File: config.mk
export PLATFORM = sky130hd
export DESIGN_NAME = z_pingpong_ram
export DESIGN_NICKNAME = d
export VERILOG_FILES = /design/src/rtl/z_pingpong_ram.sv
export SDC_FILE = /design/constraint.sdc
export NUM_CORES = 1
export LEC_CHECK = 0
export BUFFER_PORTS_ARGS = -buffer_cell sky130_fd_sc_hd__buf_2
export CAP_MARGIN = 10
export CORE_UTILIZATION = 56
export CTS_BUF_LIST = sky130_fd_sc_hd__clkbuf_8 sky130_fd_sc_hd__clkbuf_16
export DETAILED_ROUTE_END_ITERATION = 16
export GPL_ROUTABILITY_DRIVEN = 0
export PLACE_DENSITY = 0.73
export SYNTH_ARGS = -nofsm -noshare
export SYNTH_HDL_FRONTEND = slang
export SYNTH_SLANG_ARGS = --single-unit
File: constraint.sdc
create_clock -name clk -period 2.8 [get_ports clk]
set_clock_uncertainty 0.15 [all_clocks]
set_input_delay 0.14 -clock clk [delete_from_list [all_inputs] [get_ports clk]]
set_output_delay 0.14 -clock clk [all_outputs]
set_load 0.01 [all_outputs]
File: src/rtl/z_pingpong_ram.sv
// Double-buffered activation RAM: the producer fills one bank while the consumer drains the other.
// Reads have one-cycle latency with r_valid. An optional post-reset sweep zeroes both banks.
module z_pingpong_ram #(
  parameter int unsigned D_WIDTH  = 4,
  parameter int unsigned A_WIDTH  = 4,
  parameter bit          CLEAR_EN = 1'b1
) (
  input  logic               clk,
  input  logic               rst,
  input  logic               w_en,
  input  logic [A_WIDTH-1:0] w_addr,
  input  logic [D_WIDTH-1:0] data_in,
  input  logic               w_done,
  output logic               w_ready,
  input  logic               r_en,
  input  logic [A_WIDTH-1:0] r_addr,
  input  logic               r_done,
  output logic               rd_ready,
  output logic [D_WIDTH-1:0] data_out,
  output logic               r_valid,
  output logic               busy
);

  localparam int unsigned DEPTH = 1 << A_WIDTH;

  typedef enum logic {S_CLEAR, S_RUN} state_t;

  state_t               r_state;
  state_t               w_state_nxt;
  logic                 r_wsel;
  logic                 r_rsel;
  logic [1:0]           r_full;
  logic [A_WIDTH-1:0]   r_clr_addr;
  logic [D_WIDTH-1:0]   r_mem0 [DEPTH];
  logic [D_WIDTH-1:0]   r_mem1 [DEPTH];

  logic                 w_wr_go;
  logic                 w_rd_go;
  logic                 w_wdone_go;
  logic                 w_rdone_go;
  logic [D_WIDTH-1:0]   w_rd_dat;

  always_ff @(posedge clk or posedge rst) begin
    if (rst) begin
      r_state <= CLEAR_EN ? S_CLEAR : S_RUN;
    end else begin
      r_state <= w_state_nxt;
    end
  end

  always_comb begin
    w_state_nxt = r_state;
    busy        = 1'b0;
    w_ready     = 1'b0;
    rd_ready    = 1'b0;
    case (r_state)
      S_CLEAR: begin
        busy = 1'b1;
        if (&r_clr_addr) begin
          w_state_nxt = S_RUN;
        end
      end
      S_RUN: begin
        w_ready  = !r_full[r_wsel];
        rd_ready = r_full[r_rsel];
      end
      default: w_state_nxt = S_RUN;
    endcase
  end

  assign w_wr_go    = w_en   & w_ready;
  assign w_wdone_go = w_done & w_ready;
  assign w_rd_go    = r_en   & rd_ready;
  assign w_rdone_go = r_done & rd_ready;
  assign w_rd_dat   = r_rsel ? r_mem1[r_addr] : r_mem0[r_addr];

  always_ff @(posedge clk or posedge rst) begin
    if (rst) begin
      r_wsel     <= 1'b0;
      r_rsel     <= 1'b0;
      r_full     <= 2'b00;
      r_clr_addr <= '0;
      data_out   <= '0;
      r_valid    <= 1'b0;
    end else begin
      if (r_state == S_CLEAR) begin
        r_clr_addr <= r_clr_addr + 1'b1;
      end
      r_valid <= w_rd_go;
      if (w_rd_go) begin
        data_out <= w_rd_dat;
      end
      // wsel and rsel always differ when both dones are honoured, so these touch distinct bits
      if (w_wdone_go) begin
        r_full[r_wsel] <= 1'b1;
        r_wsel         <= ~r_wsel;
      end
      if (w_rdone_go) begin
        r_full[r_rsel] <= 1'b0;
        r_rsel         <= ~r_rsel;
      end
    end
  end

  always_ff @(posedge clk) begin
    if (r_state == S_CLEAR) begin
      r_mem0[r_clr_addr] <= '0;
      r_mem1[r_clr_addr] <= '0;
    end else if (w_wr_go) begin
      if (r_wsel) begin
        r_mem1[w_addr] <= data_in;
      end else begin
        r_mem0[w_addr] <= data_in;
      end
    end
  end

endmodule

After elaboration in Yosys (flattened, before gate mapping). Memories as Yosys holds them, arrays and structs flattened. Index checks and enable logic that the tools add are counted.

Register bits: 14. Memory bits (writable): 128. Input bits: 18. Memories: 2.

Memory list: r_mem0 (words 16, width 4, rd ports 1, clocked after Yosys merged registers in 0, write ports 1, line 34) `logic [D_WIDTH-1:0] r_mem0 [DEPTH];`; r_mem1 (words 16, width 4, rd ports 1, clocked after Yosys merged registers in 0, write ports 1, line 35) `logic [D_WIDTH-1:0] r_mem1 [DEPTH];`.

$add $sub $neg: 1. $lt $le $gt $ge: 4. Multiplexer cells: 30. Bitwise gates (word level): 9. Reduce and logical (&&, ||, !) cells: 6.

Operator list (count): $mux W1 (21); $mux W4 (5); $reduce_or A4 Y1 (2); $add A4 B1 Y4 const B (1); $and A1 B1 Y1 (4); $lt A1 B2 Y1 const B (2); $mux W2 (2); $reduce_and A4 Y1 (1); $and A2 B2 Y2 (1); $demux W1 S1 (2); $ge A1 B1 Y1 const B (2); $logic_and A1 B1 Y1 (2); $not A1 Y1 (2); $not A2 Y2 (1); $or A2 B2 Y2 (1); $logic_not A1 Y1 (1).

Logic depth before layout (Yosys ltp). Gate-level depths: netlist of the first run.

Depth in word-level cells: 10. Mapped depth: 7.

Least setup slack after synthesis of the first run. No wires, ideal clock.

Path kind: register to register. Start: register r_full[1]. End: memory r_mem1[8][0], enable pin. Data arrival time: 1475 ps. Data required time: 2321 ps. Path slack: 846 ps. Stages on the path, launching flop included: 7. Buffers on the path: 2. Period minus slack after synthesis: 1954 ps. Cell sequence: dfrtp_1 nor2b_1 and3_1 clkbuf_1 buf_2 a31oi_1 nor2_1.

Cells in the longest elaborated chain, start to end: 10. Elaborated cells on any way between the ends: 11. Those cells by class: mux (8); bitwise (1); reduce/logical (2).

Ends and longest elaborated chain: from (decl) (line 32) `logic [1:0] r_full;`; from (signal assigned) (line 81) `r_full <= 2'b00;`; from (signal, indexed assignment) (line 95) `r_full[r_wsel] <= 1'b1;`; from (signal, indexed assignment) (line 99) `r_full[r_rsel] <= 1'b0;`; $mux W1 (not written as such) (*) (2 in series) (line 64) `w_ready = !r_full[r_wsel];`; $logic_not A1 Y1 (*) (line 64); $mux W1 (*) (line 56) `case (r_state)`; $and A1 B1 Y1 (*) (line 71) `assign w_wr_go = w_en & w_ready;`; $mux W1 (*) (line 109) `end else if (w_wr_go) begin`; $mux W1 (*) (line 106) `if (r_state == S_CLEAR) begin`; $mux W1 (not written as such) (*) (line 111) `r_mem1[w_addr] <= data_in;`; $reduce_or A4 Y1 (no source line); $mux W4 (no source line) / $mux W1 (equally long branches); to (decl) (line 35).

Mark *: on every way between the ends. The rest lies on a longest branch, timed or not. The select of a mux whose other input is x is not followed.

Worst setup path in the final report of the first run.
Start: register r_full[1]. End: memory r_mem1[0][2], enable pin.

Same word-level chain as after synthesis.

==> metrics list, run 1 <==
* Reported max-cap violation count: 0
* Required @ worst endpoint: between 2000 and 3000 ps
* Stage delay of the slowest cell on the critical path: ~560 ps
- Number of vias per cell after detailed routing: ~6.1
* Total Power: approximately 5700 uW
- The area growth from synthesis to layout is 15.5%.
* Cells along the critical path: nor2b_1, and3_1, nor3_1, a21oi_1, nor2_1
* First DRT Iteration DRCs: 280
- The count of endpoints failing hold in the final timing report was 0.
* Core region area: roughly 0.010 mm^2
- Switch share: ~23%
- After clock tree synthesis, the clock-pin slew on the worst setup and hold paths is approximately 60 ps.
* First-pass GRT wire length: between 15 and 20 mm
- Cell area after synthesis: around 0.0060 mm^2
- The longest clock path from root to sink contains 2 buffers.
- CTS root buffer: sky130_fd_sc_hd__clkbuf_8
* Die extent in y: between 100 and 150 um
- Critical path fanouts, max: 16
- Sequential standard cell area: 0.00419 mm^2
- Area after detailed placement: around 0.0062 mm^2
- Summing the sequential cell areas from Yosys gives a little over two thirds of the chip area.
* Average instance area after synthesis: roughly 15 um^2
* Clock period minus worst slack: about 2500 ps
* Clock latency reported for the late side of the worst-skew pair: roughly 530 ps
- In this run the power spent charging and discharging nets is approximately 1300 uW.
* Power Dens Cells: 825 mW/mm^2
* Post-synth cell types: 36
- The number of clock buffers added by TritonCTS is 17.
* Post-DP HPWL: between 8 and 9 mm
- TritonCTS built the clock tree.
* Maximum number of pins on one net before global-route repair: 27
- Fraction of post-synthesis cell area in the top cell type by area: between 60% and 70%
- Vias in the first global route: ~3,700
- Measured against its own limit, the worst slew margin works out to between 50% and 60%.
* Via count of the routed design: around 3,500
- With fillers left out, the area of the finished cells amounts to between 0.006 and 0.007 mm^2.
* Cell type with the highest aggregate area in the netlist: sky130_fd_sc_hd__edfxtp_1
- Area of the multi-input gates: about 0.0016 mm^2
- Derived from the worst setup path, the maximum achievable clock frequency is between 400 and 500 MHz.
- Part of the total power dissipated in sequential elements: between 40 and 50%
- Synthesis produced about 400 cells.
- In this run the tool buffered the top-level ports with 25 buffer cells.
- GRT Resource Usage Total: roughly 24%
- I/O pin cnt: 26
- Number of antenna repair diodes: 0
* FF+latch count, synth: ~140
- Of the available clock period, the critical path in the final layout requires between 80% and 90%.
- Fill cells in the final layout number roughly 740.
* Clock H-tree levels: 4
- In the final layout, the share of cells above drive strength 1 is ~15%.
- On the critical path, the stage with the largest delay is an instance of sky130_fd_sc_hd__a21oi_1.
- In the layout the commonest cells are sky130_fd_sc_hd__edfxtp_1, sky130_fd_sc_hd__mux2i_1, sky130_fd_sc_hd__nor2_1.
* Final wirelength: about 12 mm
- The final count of pins violating max slew came to 0.
* Setup repair after global routing missed its margin: no
* Final routed wire length divided by cell count: between 20 and 25 um
* Synth area leaders: sky130_fd_sc_hd__edfxtp_1, sky130_fd_sc_hd__mux2i_1, sky130_fd_sc_hd__dfrtp_1, sky130_fd_sc_hd__nor2_1, sky130_fd_sc_hd__a22oi_1
- Die boundary width: 105 um
- Power Internal: approximately 4400 uW
* Number of gates resized after cts: 0
- Worst hold-check path type: in -> async
* Total global routing overflow: 0
- Non-filler instance count after layout: just under 600
* Total die area: between 0.01 and 0.015 mm^2
- Setup violations remaining at the end of the flow were counted as 0.
- The Yosys step of the flow raised 0 warnings.
* Standard-cell row count: 37
* Most common cell after layout, fill and taps aside: sky130_fd_sc_hd__edfxtp_1
- The initial utilization of the core area, before any placement, comes to between 50% and 60%.
- By startpoint and endpoint, the worst setup path is classified as reg -> reg.
* Number of antenna violations at the first check in global routing: 0
- At the pin with the least slew margin, the transition time is ~720 ps.
- The clock drives between 100 and 150 sinks.
* Number of search-and-repair iterations in the first detailed-routing pass: 8
- The worst setup path is launched from a flip-flop.
- Post-Syn Nets: 421
* Result of the run: finished, final reports clean
- In this run the static leakage power is 0.00257 uW.
- Combinational logic burns between 10% and 20% of the power.
* Placed instance count: 546
- Peak ir drop on the vdd network: a little over 0.0006 V
- Net count, final: 453
- Number of routed nets with antenna violations: 0
- Setup TNS: 0 ps
* Crit end category: flip-flop
* Number of remaining DRC errors: 0
- Data arrives at the worst endpoint at ~2600 ps.
- Clock power frac: a little over two fifths
-- Yosys cell counts, drive strengths merged --
| library cell | instances |
|---|---|
| a22o | 8 |
| nand3 | 4 |
| a32oi | 1 |
| nor2 | 47 |
| mux2 | 1 |
| ha | 1 |
| o41ai | 4 |
| clkbuf | 15 |
| inv | 5 |
| and2 | 9 |
| a32o | 1 |
| nand2b | 3 |
| o22ai | 4 |
| a22oi | 20 |
| or2 | 1 |
| edfxtp | 128 |
| a41oi | 1 |
| o21ai | 2 |
| nor2b | 6 |
| mux2i | 65 |
| a31oi | 6 |
| a21oi | 14 |
| nand2 | 14 |
| dfrtp | 14 |
| nor3b | 2 |
| nor3 | 4 |
| buf | 9 |
| and3 | 2 |
| a221oi | 8 |
| xnor2 | 3 |
-- timing repair --
| item | 4_1_cts | 5_1_grt |
|---|---|---|
| hold buffers | 5 | 0 |
| setup buffers | 0 | 0 |
| endpoints found under the setup margin | 0 | 0 |
| hold endpoints to repair | 21 | 0 |
-- area by class of cell --
cell class,count,area share [%]
multi-input combinational,231,23.8
inverter,5,0.271
timing repair buffer,37,3.32
clock inverter,15,3.63
clock buffer,17,5.98
tap,136,2.46
sequential,142,60.5
-- per-layer routing --
metal  track usage, %  routed length (um)
met2             39.1                6140
met1             31.3                5070
met4             12.0                 233
met5                0                   0
met3             6.25                 879
-- state kept, by name, summed over array words and instances, names as in the netlist --
| name | flops |
|---|---|
| r_mem0 | 64 |
| r_mem1 | 64 |
| data_out | 4 |
| r_clr_addr | 4 |
| r_full | 2 |
| r_rsel | 1 |
| r_state | 1 |
| r_valid | 1 |
| r_wsel | 1 |
-- power by group through the flow --
| stage | Clock [uW] | Sequential [uW] | Combinational, uW |
|---|---|---|---|
| after global placement | 0 | 2570 | 644 |
| after global routing | 2620 | 2540 | 729 |
| final | 2510 | 2530 | 666 |
| after floorplan | 0 | 2560 | 445 |
| after CTS | 2520 | 2530 | 670 |
| after detailed placement | 0 | 2580 | 660 |
-- stage by stage --
stage               setup slack, ps  utilization [%]  hold WS [ps]
CTS                             369             66.8          96.2
global placement                545             59.9          97.5
global route                    220             66.8           155
finish                          315             66.8           127
detailed placement              419             59.9           114
floorplan                       846                -          -121
-- cells by family (layout without fill, tap and decap cells) --
group,after synthesis,in the layout,share of synthesized area [%]
DFF,142,142,70.0
AOI/OAI and AO/OA,69,69,8.87
and+or+nand+nor,92,92,6.93
xor gates and xnor gates,3,3,0.438
adders and majority gates,1,1,0.209
buffers and inverters,29,74,2.57
muxes,66,66,11.0
-- path summary, 6_finish.rpt --
kind                        startpoint             to  slack (ps)  cells after the start
max                          r_full[1]   r_mem1[0][2]         310                      5
min                                rst  r_clr_addr[0]         130                      3
max reg2reg                  r_full[1]   r_mem1[0][2]         310                      5
min reg2reg                data_out[2]    data_out[2]         340                      2
max in group asynchronous          rst    data_out[0]        1910                      3
min in group clk            data_in[2]   r_mem0[3][2]         130                      2
-- critical path: cells and delay by family (launching register included) --
kind	cells	cell delay (ps)
AND/OR/NAND/NOR	4	1080
AO/OA/AOI/OAI	1	560
flip-flops	1	410
(Power assumes the default switching activity.)
==> inputs of run 2 (changes only) <==
--- a/config.mk
+++ b/config.mk
@@ -5,6 +5,7 @@
 export SDC_FILE = /design/constraint.sdc
 export NUM_CORES = 1
 export LEC_CHECK = 0
+export ABC_AREA = 1
 export BUFFER_PORTS_ARGS = -buffer_cell sky130_fd_sc_hd__buf_2
 export CAP_MARGIN = 10
 export CORE_UTILIZATION = 56
==> run 2 against run 1 <==
Worst setup slack got worse by 58 ps. Register-to-register slack got worse by 60 ps. Clock power fell by 20%. Synthesized cell count rose by 45%. Sequential power rose by 4%.
==> metrics list, run 2 <==
- The layout cell share with drive strength beyond 1 came to 15.9% (+0.88 points).
- Reported max-cap violation count: 0 (unchanged)
* Vias in the first global route: 4,337 (+18%)
* Core region area: 0.0108 mm^2 (+4.1%)
- Fraction of post-synthesis cell area in the top cell type by area: 62.1% (-2.0 points)
- The floorplan row count was 38 (+2.7%).
- The sequential cell area was 0.00419 mm^2 (unchanged).
* Setup TNS: 0 ps (unchanged)
- Crit end category: flip-flop
* Number of routed nets with antenna violations: 0 (unchanged)
* Die extent in y: 107 um (+1.6%)
* Post-Syn Nets: 602 (+43%)
* Most common library cells after synthesis: sky130_fd_sc_hd__nand2_1, sky130_fd_sc_hd__edfxtp_1, sky130_fd_sc_hd__nand3_1
* Max-slew violation total from the final report: 0 (unchanged)
- Average instance area after synthesis: 10.6 um^2 (-29%)
- The largest net degree at the start of global routing is 65 (+140%).
- Leading cell types in the layout, fill and taps excluded: sky130_fd_sc_hd__nand2_1, sky130_fd_sc_hd__edfxtp_1, sky130_fd_sc_hd__nand3_1
- The final worst hold slack was 34.0 ps (-93.3 ps).
- Non-filler instance count after layout: 770 (+32%)
* Synth area leaders: sky130_fd_sc_hd__edfxtp_1, sky130_fd_sc_hd__nand2_1, sky130_fd_sc_hd__nand3_1, sky130_fd_sc_hd__dfrtp_1, sky130_fd_sc_hd__nor2_1
* Number of instances in the synthesized netlist: 583 (+45%)
- The area of combinational cells with multiple inputs was 0.00177 mm^2 (+7.1%).
- First-pass GRT wire length: 21.3 mm (+9.6%)
- Clock period minus worst slack: 2540 ps (+57.7 ps)
- Total die area: 0.0115 mm^2 (+3.2%)
- CTS root buffer: sky130_fd_sc_hd__clkbuf_8
- First DRT Iteration DRCs: 400 (+43%)
- The via density per instance is 5.74 (-5.6%).
- The tightest min-delay check is of the in -> async type.
- The number of primary I/O pins is 26 (unchanged).
- Combinational group share of total power: 18.8% (+7.1 points)
* Leakage power: 0.00282 uW (+9.6%)
- P&R area growth vs syn: 14.1%
- The synthesized cell area came to 0.00619 mm^2 (+3.3%).
* Final Setup Violations: 0 (unchanged)
* Final wirelength: 13.3 mm (+7.9%)
- Number of hold violations in the final report: 0 (unchanged)
- Leaving out fill and tap cells, the most frequent cell in the layout is sky130_fd_sc_hd__nand2_1.
- The number of antenna violations at the first check in global routing came to 0 (unchanged).
- Main flop type after synthesis: sky130_fd_sc_hd__edfxtp_1
- The largest registers in the layout are r_mem0 (64), r_mem1 (64).
- The async set or reset register ratio after synthesis is 9.86% (unchanged).
* Number of remaining DRC errors: 0 (unchanged)
- The sequential share of the synthesized area was 67.7% (-2.2 points).
- The per-cell routed wire length was 17.3 um (-18%).
- Max frequency: 393 MHz (-2.3%)
- The net count of the finished layout was 636 (+40%).
* Clock power frac: 35.4% (-8.6 points)
- Part of the total power dissipated in sequential elements: 45.8% (+1.4 points)
* Initial core utilization: 57.4% (-0.46 points)
- Via count of the routed design: 4,422 (+25%)
- The depth of the CTS H-tree was 4 (unchanged).
* Number of buffers between clock root and the deepest sink: 2 (unchanged)
- Result of the run: finished, final reports clean
- The data arrival at the endpoint of the critical path is 2850 ps (+280 ps).
* Post-synth cell types: 26 (-28%)
* Worst-margin pin slew: 1030 ps (+307 ps)
- The total placed cells including tap cells was 732 (+34%).
* Die boundary width: 107 um (+1.6%)
- The clock edge transition at the registers on the reported setup and hold paths is 60 ps (about the same).
- The net switching share of the total power came to 29.4% (+6.4 points).
- Number of search-and-repair iterations in the first detailed-routing pass: 5 (-3)
* Peak ir drop on the vdd network: 0.000752 V (+23%)
- Setup repair after global routing left no endpoint under its margin.
- Critical path fanouts, max: 7 (-9)
- Number of gates resized after cts: 0 (unchanged)
* Count of buffers inserted at the top-level ports: 25 (unchanged)
- Power dissipated by switching net loads: 1680 uW (+28%)
- CTS tree: built
* Period Utilization, post-route: 90.8% (+2.1 points)
- The relative slew slack is 31.3% (-21 points).
- The clock latency on the worst-skew pair came to 530 ps (about the same).
- The count of flip-flops with a built-in enable after synthesis was 128 (unchanged).
* FF+latch count, synth: 142 (unchanged)
- The number of inserted diodes was 0 (unchanged).
* Post-DP HPWL: 8.76 mm (+4.7%)
* Most used standard cell by instance count after synthesis: sky130_fd_sc_hd__nand2_1
* Power Dens Cells: 808 mW/mm^2 (-2.0%)
* Number of buffers inserted during clock tree synthesis: 17 (unchanged)
- The number of fill cells in the layout is 784 (+6.7%).
- The total internal power is 4030 uW (-8.3%).
- The number of clock sinks seen by CTS was 142 (unchanged).
* Required @ worst endpoint: 3110 ps (+230 ps)
- The total global routing track utilization is 25.4% (+0.95 points).
- Type of the setup path with the least slack: reg -> reg
- Summed over all instances, the cell type with the most area after synthesis is sky130_fd_sc_hd__edfxtp_1.
- The worst setup path is launched from a flip-flop.
- Yosys warnings: 0 (unchanged)
- Total global routing overflow: 0 (unchanged)
==> run 2: changes by cell type after synthesis, sizes merged, moves of 7 or more <==
cell and delta:
nand3 +117, a221oi -8, and2 -8, mux2i -65, nor2 -7, a22o -8, nand2 +186, a22oi -20
inv +22, a21oi -11
==> run 2: path summary, 6_finish.rpt <==
check / from / endpoint / slack (ps) / depth (start not counted)
max in group asynchronous: rst / data_out[2] / 2120 / 3
setup / recovery: r_rsel / data_out[0] / 260 / 8
hold reg to reg: data_out[3] / data_out[3] / 340 / 2
hold / removal: rst / r_full[1] / 30 / 3
min in group clk: w_addr[3] / r_mem0[4][3] / 40 / 4
setup reg to reg: r_rsel / data_out[0] / 260 / 8
==> run 2: cell families (layout without fill, tap and decap cells) <==
kind of cell	after synthesis	after routing	share of synthesized area, %
buffers and inverters	57	104	3.74
XOR/XNOR	5	5	0.707
AND/OR/NAND/NOR	366	366	25.9
adder cells (fa/ha/maj)	1	1	0.202
flip-flops	142	142	67.7
AO/OA/AOI/OAI	12	12	1.72
==> run 2: timing repair <==
item | CTS | global route
buffers inserted | 0 | 0
hold buffers | 6 | 0
hold endpoints to repair | 23 | 0
==> run 2: cell type report <==
cell class	instances	area share, %
Sequential cell	142	59.4
Multi-Input combinational cell	384	25.0
Clock buffer	19	6.57
Timing Repair Buffer	42	3.79
Tap cell	140	2.48
Inverter	30	1.61
Clock inverter	13	1.17
==> run 2: per-layer routing <==
metal  vias up  global-route usage, %  share of wire, %  wire length (um)
li1       2059                      -                 -                 -
met1      2131                   32.9                41              5470
met2       202                   42.2                50              6610
met3        30                   4.86               7.2               955
met4         0                   10.5               2.0               263
met5         -                      0                 0                 0
==> run 2: through the flow <==
stage	utilization, %	area [um^2]	power, uW	setup slack, ps
after global placement	59.8	6460	3670	415
after detailed placement	59.8	6460	3690	328
after CTS	65.4	7060	5720	298
final	65.4	7060	5710	257
after global routing	65.4	7060	5940	144
after floorplan	-	6190	3370	703
==> run 2: power groups by stage <==
stage          combinational [uW]  clock [uW]  sequential [uW]
6_report                     1070        2020             2620
3_3_place_gp                 1020           0             2650
3_5_place_dp                 1040           0             2660
5_1_grt                      1180        2130             2630
4_1_cts                      1060        2040             2620
2_1_floorplan                 721           0             2640
==> run 2: worst max-delay path: stages, from the launching register on <==
cell and delay [ps]:
sky130_fd_sc_hd__dfrtp_1 480, sky130_fd_sc_hd__inv_1 270, sky130_fd_sc_hd__o21ai_0 120, sky130_fd_sc_hd__a21oi_1 280, sky130_fd_sc_hd__nand2_1 190, sky130_fd_sc_hd__inv_1 210
sky130_fd_sc_hd__nand3_1 160, sky130_fd_sc_hd__nand2_1 80, sky130_fd_sc_hd__dlygate4sd3_1 550
